File: config.mk
export PLATFORM = sky130hd
export DESIGN_NAME = rr_arb_mux
export DESIGN_NICKNAME = d
export VERILOG_FILES = /design/src/rtl/rr_arb_mux.sv
export SDC_FILE = /design/constraint.sdc
export NUM_CORES = 1
export LEC_CHECK = 0
export ABC_AREA = 1
export BUFFER_PORTS_ARGS = -buffer_cell sky130_fd_sc_hd__buf_4
export CAP_MARGIN = 40
export CORE_ASPECT_RATIO = 1.2
export CORE_MARGIN = 4
export CORE_UTILIZATION = 48
export CTS_CLUSTER_SIZE = 30
export DETAILED_ROUTE_END_ITERATION = 12
export GPL_TIMING_DRIVEN = 0
export PLACE_DENSITY = 0.95
export SYNTH_ARGS = -nofsm -noshare
export SYNTH_HDL_FRONTEND = slang
export SYNTH_SLANG_ARGS = --single-unit
File: constraint.sdc
create_clock -name clk -period 3.9 [get_ports clk]
set_input_delay 0.195 -clock clk [delete_from_list [all_inputs] [get_ports clk]]
set_output_delay 0.195 -clock clk [all_outputs]
set_load 0.05 [all_outputs]
File: src/rtl/rr_arb_mux.sv
// Registered N-input selector with round-robin or fixed-select arbitration and valid/ready on both sides.
// Optional stall counter output is enabled by defining RR_ARB_MUX_STALL_CNT_EN.
module rr_arb_mux #(
  parameter int WIDTH = 16,
  parameter int N     = 4,
  parameter int SELW  = 2
) (
  input  logic               clk,
  input  logic               reset,
  input  logic               mode,
  input  logic [SELW-1:0]    sel,
  input  logic [N*WIDTH-1:0] in_data,
  input  logic [N-1:0]       in_valid,
  output logic [N-1:0]       in_ready,
  output logic [WIDTH-1:0]   out_data,
  output logic [SELW-1:0]    out_sel,
  output logic               out_valid,
  input  logic               out_ready
`ifdef RR_ARB_MUX_STALL_CNT_EN
  ,
  output logic [15:0]        stall_cnt
`endif
);

  logic [WIDTH-1:0] r_data;
  logic [SELW-1:0]  r_sel;
  logic             r_valid;
  logic [SELW-1:0]  r_ptr;

  logic             w_load;
  logic             w_found;
  logic [SELW-1:0]  w_grant;
  logic             w_xfer;
  logic [N-1:0]     w_ready;
  logic [WIDTH-1:0] w_win;

  // (base + off) mod N, with off < N so a single subtraction suffices
  function automatic logic [SELW-1:0] wrap_add(input logic [SELW-1:0] base, input int unsigned off);
    int unsigned s;
    s = 32'(base) + off;
    if (s >= 32'(N)) begin
      s = s - 32'(N);
    end else begin
      s = s;
    end
    return s[SELW-1:0];
  endfunction

  assign w_load = ~r_valid | out_ready;

  // Grant selection; the reverse scan lets the channel closest to the pointer win
  always_comb begin
    w_found = 1'b0;
    w_grant = '0;
    if (mode == 1'b0) begin
      for (int k = N - 1; k >= 0; k--) begin
        if (in_valid[wrap_add(r_ptr, k)]) begin
          w_found = 1'b1;
          w_grant = wrap_add(r_ptr, k);
        end else begin
          w_found = w_found;
        end
      end
    end else begin
      if (32'(sel) < 32'(N)) begin
        if (in_valid[sel]) begin
          w_found = 1'b1;
          w_grant = sel;
        end else begin
          w_found = 1'b0;
        end
      end else begin
        w_found = 1'b0;
      end
    end
  end

  assign w_xfer = w_load & w_found & ~reset;

  // One-hot accept and data mux for the granted channel
  always_comb begin
    w_ready = '0;
    w_win   = '0;
    for (int i = 0; i < N; i++) begin
      if (w_grant == SELW'(i)) begin
        w_win      = in_data[i*WIDTH +: WIDTH];
        w_ready[i] = w_xfer;
      end else begin
        w_ready[i] = 1'b0;
      end
    end
  end

  assign in_ready = w_ready;

  // Output register and round-robin pointer
  always_ff @(posedge clk or posedge reset) begin
    if (reset) begin
      r_data  <= '0;
      r_sel   <= '0;
      r_valid <= 1'b0;
      r_ptr   <= '0;
    end else if (w_xfer) begin
      r_data  <= w_win;
      r_sel   <= w_grant;
      r_valid <= 1'b1;
      if (mode == 1'b0) begin
        r_ptr <= wrap_add(w_grant, 32'd1);
      end else begin
        r_ptr <= r_ptr;
      end
    end else if (out_ready) begin
      r_valid <= 1'b0;
    end else begin
      r_valid <= r_valid;
    end
  end

  assign out_data  = r_data;
  assign out_sel   = r_sel;
  assign out_valid = r_valid;

`ifdef RR_ARB_MUX_STALL_CNT_EN
  logic [15:0] r_stall_cnt;

  // Saturating count of cycles the held word is blocked downstream
  always_ff @(posedge clk or posedge reset) begin
    if (reset) begin
      r_stall_cnt <= 16'h0000;
    end else if (r_valid && !out_ready && (r_stall_cnt != 16'hFFFF)) begin
      r_stall_cnt <= r_stall_cnt + 16'h0001;
    end else begin
      r_stall_cnt <= r_stall_cnt;
    end
  end

  assign stall_cnt = r_stall_cnt;
`endif

endmodule
After elaboration in Yosys (flattened, before gate mapping) --
Cells that the tools add are included.
Operators by class: add/sub/neg operators 9, magnitude comparators 10, equality and inequality tests 3, mux-type cells 41, bitwise gates (word level) 6, reductions and logical operators 3
Operator list (count):
- 16-bit 2-to-1 mux | 4
- 2-bit 2-to-1 mux | 15
- 1-bit 2-to-1 mux | 17
- 2-bit by 3-bit less-than comparator with 1-bit output (second input constant) | 5
- 3-bit greater-or-equal comparator (second input constant) | 4
- 1-bit binary-select mux with 2-bit select | 5
- 2-bit by 1-bit subtractor with 2-bit output (second input constant) | 5
- 2-bit by 1-bit adder with 3-bit output (second input constant) | 2
- 2-bit by 2-bit adder with 3-bit output (second input constant) | 2
- 2-bit equality test (second input constant) | 2
- 2-bit by 3-bit greater-or-equal comparator with 1-bit output (second input constant) | 1
- 1-bit inverter | 3
- 1-bit bitwise AND | 2
- 2-bit by 1-bit equality test with 1-bit output (second input constant) | 1
- 2-bit zero test | 1
- 2-bit AND reduction | 1
- 2-bit nonzero test | 1
- 1-bit OR | 1
Word-level totals: flip-flop bits (word level) 21, output and inout port bits 23

Logic depth before layout (Yosys ltp) --
word-level depth 16, depth in mapped cells 21, gate-level depth less buffers 18

Worst setup path after synthesis --
OpenSTA, ideal clock, no wires.
kind reg-to-output, start point register r_ptr[0], end point output in_ready[0], arrival time 2.603 ns, slack 1.102 ns, cell stages (with the launch flop) 18, cells stage by stage dfrtp_1 buf_6 inv_8 nand2_1 nand2_2 nand2_2 nand2_2 nand3_1 nand2_1 nand2_1 nand3_1 nand2_1 inv_1 ha_1 clkbuf_1 clkbuf_1 inv_1 nor2_1
Between the ends: elaborated cells on any way between the ends 41, classes of those cells add/sub: 7; order compare: 4; mux: 27; bitwise: 2; reduce/logical: 1
RTL lines:
- start: declaration | RTL line 28 | logic [SELW-1:0] r_ptr;
- start signal: assignment | RTL line 108 | r_ptr <= wrap_add(w_grant, 32'd1);
- start signal: assignment | RTL line 110 | r_ptr <= r_ptr;
- 2-bit by 2-bit adder with 3-bit output | RTL line 40 | s = 32'(base) + off;
- 3-bit greater-or-equal comparator or 2-bit by 1-bit subtractor with 2-bit output (tied branches) | RTL line 41, 42
- 2-bit 2-to-1 mux | RTL line 41 | if (s >= 32'(N)) begin
- 2-bit 2-to-1 mux | RTL line 55 | if (mode == 1'b0) begin
- 1-bit binary-select mux with 2-bit select | RTL line 57 | if (in_valid[wrap_add(r_ptr, k)]) begin
- 1-bit 2-to-1 mux (implied by the code) | RTL line 57
- 2-bit 2-to-1 mux (3 in series) | RTL line 57
- 2-bit 2-to-1 mux * | RTL line 57
- 2-bit 2-to-1 mux * | RTL line 55
- net w_grant[0] | RTL line 32 | logic [SELW-1:0] w_grant;
- 2-bit zero test * | RTL line 85 | if (w_grant == SELW'(i)) begin
- 1-bit 2-to-1 mux * | RTL line 85
- end: declaration | RTL line 14 | output logic [N-1:0] in_ready,
Mark *: on every way through the listed nets, which the timed path passes. The rest lies on a longest branch. The select of a mux whose other input is x is not followed.

Worst setup path in the final report --
start point register r_ptr[0], end point output in_ready[2]
Between the ends: elaborated cells on any way between the ends 41, classes of those cells add/sub: 7; order compare: 4; eq/ne: 1; mux: 27; bitwise: 2
RTL lines (RTL line):
- 2-bit by 2-bit adder with 3-bit output | 40
- 3-bit greater-or-equal comparator or 2-bit by 1-bit subtractor with 2-bit output (tied branches) | 41, 42
- 2-bit 2-to-1 mux | 41
- 2-bit 2-to-1 mux | 55
- 1-bit binary-select mux with 2-bit select | 57
- 1-bit 2-to-1 mux (implied by the code) | 57
- 2-bit 2-to-1 mux (3 in series) | 57
- 2-bit 2-to-1 mux * | 57
- 2-bit 2-to-1 mux * | 55
- net w_grant[0] | 32
- 2-bit equality test * | 85
- 1-bit 2-to-1 mux * | 85
Marked as above.

==> results_dict.tcl <==
set metrics [dict create \
    ant_nets 0 \
    outcome "finished, final reports clean" \
    antenna_found_initial 0 \
    crit_type "reg2out" \
    finClkSkew_ns 0.002524 \
    fin_crit_sh_pct 81.25 \
    grt_overflow 0 \
    finalNetCount 455 \
    die_area_mm2 0.004610 \
    clk_latency_ns 0.26 \
    post-cts-setup-buffers 0 \
    clockBufferDepth 2 \
    drv_slew 0 \
    grt_max_degree 16 \
    path_max_fanout 10 \
    core_mm2 0.003396 \
    via_per_inst 5.247 \
    fin_crit_ns 3.169 \
    gp_congestion 0.8863 \
    cts_resized 0 \
    max_cap_violations 0 \
    max-vdd-ir-drop_v 0.0004169 \
    hp-class "in2reg" \
    post_drt_wl_per_cell_um 13.85 \
    first_global_vias 2063 \
    critPathLaunchType "flip-flop" \
    root_buffer "clkbuf_8" \
    cts_tree "done" \
    ys_seq_elements 21 \
    setup_viol_count_final 0 \
    place_hpwl_mm 4.694 \
    rsz0062_at_grt "no" \
    firstDrtPassIters 5 \
    die_w_um 62.65 \
    path_clk_slew_ns 0.08 \
    area_delta_synth_final_pct 48.73 \
    start_util_pct 50.66 \
    synthCells 274 \
    relSlewSlack_pct 67.66 \
    diodes 0 \
    io_pins 97 \
    rows 23 \
    numPortBuffers 96 \
    routed_wl_mm 5.722 \
    max_freq_mhz 315.6 \
    cp.arrival_ns 2.97 \
    tightestPinTransition_ns 0.4852 \
    drive_above_1_share_pct 32.98 \
    p_leak_nw 1.412 \
    cts-htree-levels 1 \
    hold_viol 0 \
    ys_types 23 \
    grt_pass1_wl_mm 9.039 \
    track_usage_pct 24.40 \
    cts_made_buffers 3 \
    dieHeight_um 73.58 \
    crit_required_ns 3.70 \
    vias 2167 \
    fillers 267 \
    post-route-drc-count 0 \
    cts.sinks 21 \
    syn-mean-instance-area_um2 6.279 \
    drt-initial-drc-count 135 \
    cellPowerDensity_mw_per_mm2 760.6 \
    ys_seq_area_share_pct 30.55 \
    crit_path_end_kind "output pin" \
    ys_warn_count 0 \
    tns_ns 0 \
    syn_area_mm2 0.001720 \
    syn_nets 352 \
    final_core_util_pct 75.35 \
]
-- path summary, 6_finish.rpt --
path | end | startpoint | depth (start not counted) | slack (ns)
worst max-delay path | in_ready[2] | r_ptr[0] | 15 | 0.73
worst min-delay path | out_data[2] | in_data[50] | 5 | 0.24
worst max register to register | out_data[0] | r_ptr[0] | 17 | 0.88
worst min register to register | out_data[9] | out_data[9] | 2 | 0.48
max in group asynchronous | out_data[14] | reset | 4 | 2.97
min in group asynchronous | out_data[5] | reset | 3 | 0.48
-- cell usage after synthesis --
cell type  instances  area (µm²)
a21oi_1           21       105.1
buf_12             1       20.02
buf_2              1       5.000
buf_4              2       15.01
buf_6              1       11.26
clkbuf_1          10       37.54
clkinv_1           1       3.750
dfrtp_1           21       525.5
ha_1               4       50.05
inv_1             16       60.06
inv_8              1       11.26
nand2_1          108       405.4
nand2_2           13       81.33
nand2_4            1       11.26
nand3_1           22       110.1
nand3_2            1       10.01
nand3b_1           1       7.510
nand4_1            1       6.260
nor2_1            10       37.54
nor2_8             1       20.02
o21ai_0           35       175.2
o21ai_1            1       5.000
or2_2              1       6.260
-- cell families after synthesis --
| kind of cell | synth area share, % |
|---|---|
| buffers and inverters | 9.527 |
| adder cells (fa/ha/maj) | 2.909 |
| AND/OR/NAND/NOR | 40.44 |
| flip-flops | 30.55 |
| AO/OA/AOI/OAI | 16.58 |
-- registers in the layout, summed over array words and instances, names as in the netlist --
signal     cells
out_valid      1
out_data      16
out_sel        2
r_ptr          2
-- through the flow --
step	hold WS (ns)	power [mW]	instance area (µm²)	instances	setup WS [ns]
2_1_floorplan	0.2285	1.378	1720	274	1.102
3_3_place_gp	0.4375	1.752	2487	407	0.9831
3_5_place_dp	0.2122	1.789	2502	408	0.9022
4_1_cts	0.2429	1.934	2559	413	0.7521
5_1_grt	0.2777	2.096	2559	413	0.4100
6_report	0.2396	1.946	2559	413	0.7313
-- where the power goes --
group | internal (mW) | total, mW | switching (mW)
logic | 0.461 | 1.44 | 0.975
registers | 0.311 | 0.367 | 0.0560
clock network | 0.0712 | 0.142 | 0.0712
-- layout by cell type (no fill, tap or decap), drive strengths merged --
| cell type | count |
|---|---|
| nand4 | 1 |
| inv | 17 |
| dfrtp | 21 |
| nand2 | 122 |
| buf | 102 |
| dlygate4sd3 | 1 |
| or2 | 1 |
| clkbuf | 13 |
| o21ai | 36 |
| nor2 | 11 |
| a21oi | 21 |
| clkinv | 2 |
| ha | 4 |
| nand3b | 1 |
| nand3 | 23 |
-- timing repair --
item / CTS / global route
endpoints found under the hold margin: 9 / 0
hold buffers: 1 / 0
setup endpoints to repair: 0 / 0
-- metal layers --
| metal | share of wire [%] | GRT usage (%) | vias up |
|---|---|---|---|
| met2 | 50 | 43.72 | 116 |
| li1 | - | - | 1081 |
| met3 | 8.7 | 4.587 | 22 |
| met4 | 4.0 | 10.29 | 0 |
| met1 | 37 | 28.75 | 948 |
| met5 | 0 | 0 | - |
-- final cells by class --
type / instances / area [µm²] / share of cell area [%]
sequential: 21 / 525.5 / 20.54
clock inverter: 1 / 5.005 / 0.1956
clock buffer: 3 / 41.29 / 1.614
timing repair buffer: 98 / 745.7 / 29.14
inverter: 18 / 75.07 / 2.934
multi-input combinational: 220 / 1031 / 40.29
buffer: 15 / 88.84 / 3.472
tap: 37 / 46.29 / 1.809
-- critical path, stage by stage, from the launching register on --
cell      delay, ns
dfrtp_1        0.38
buf_6          0.15
o21ai_1        0.22
nand2_1        0.08
nand3_1        0.11
nand2_1        0.05
nand2_1        0.06
nand3_1        0.08
nand2_1        0.16
inv_1          0.08
ha_1           0.20
clkbuf_1       0.18
inv_1          0.25
clkbuf_1       0.41
nor2_1         0.10
buf_4          0.20
(Power assumes the default switching activity.)
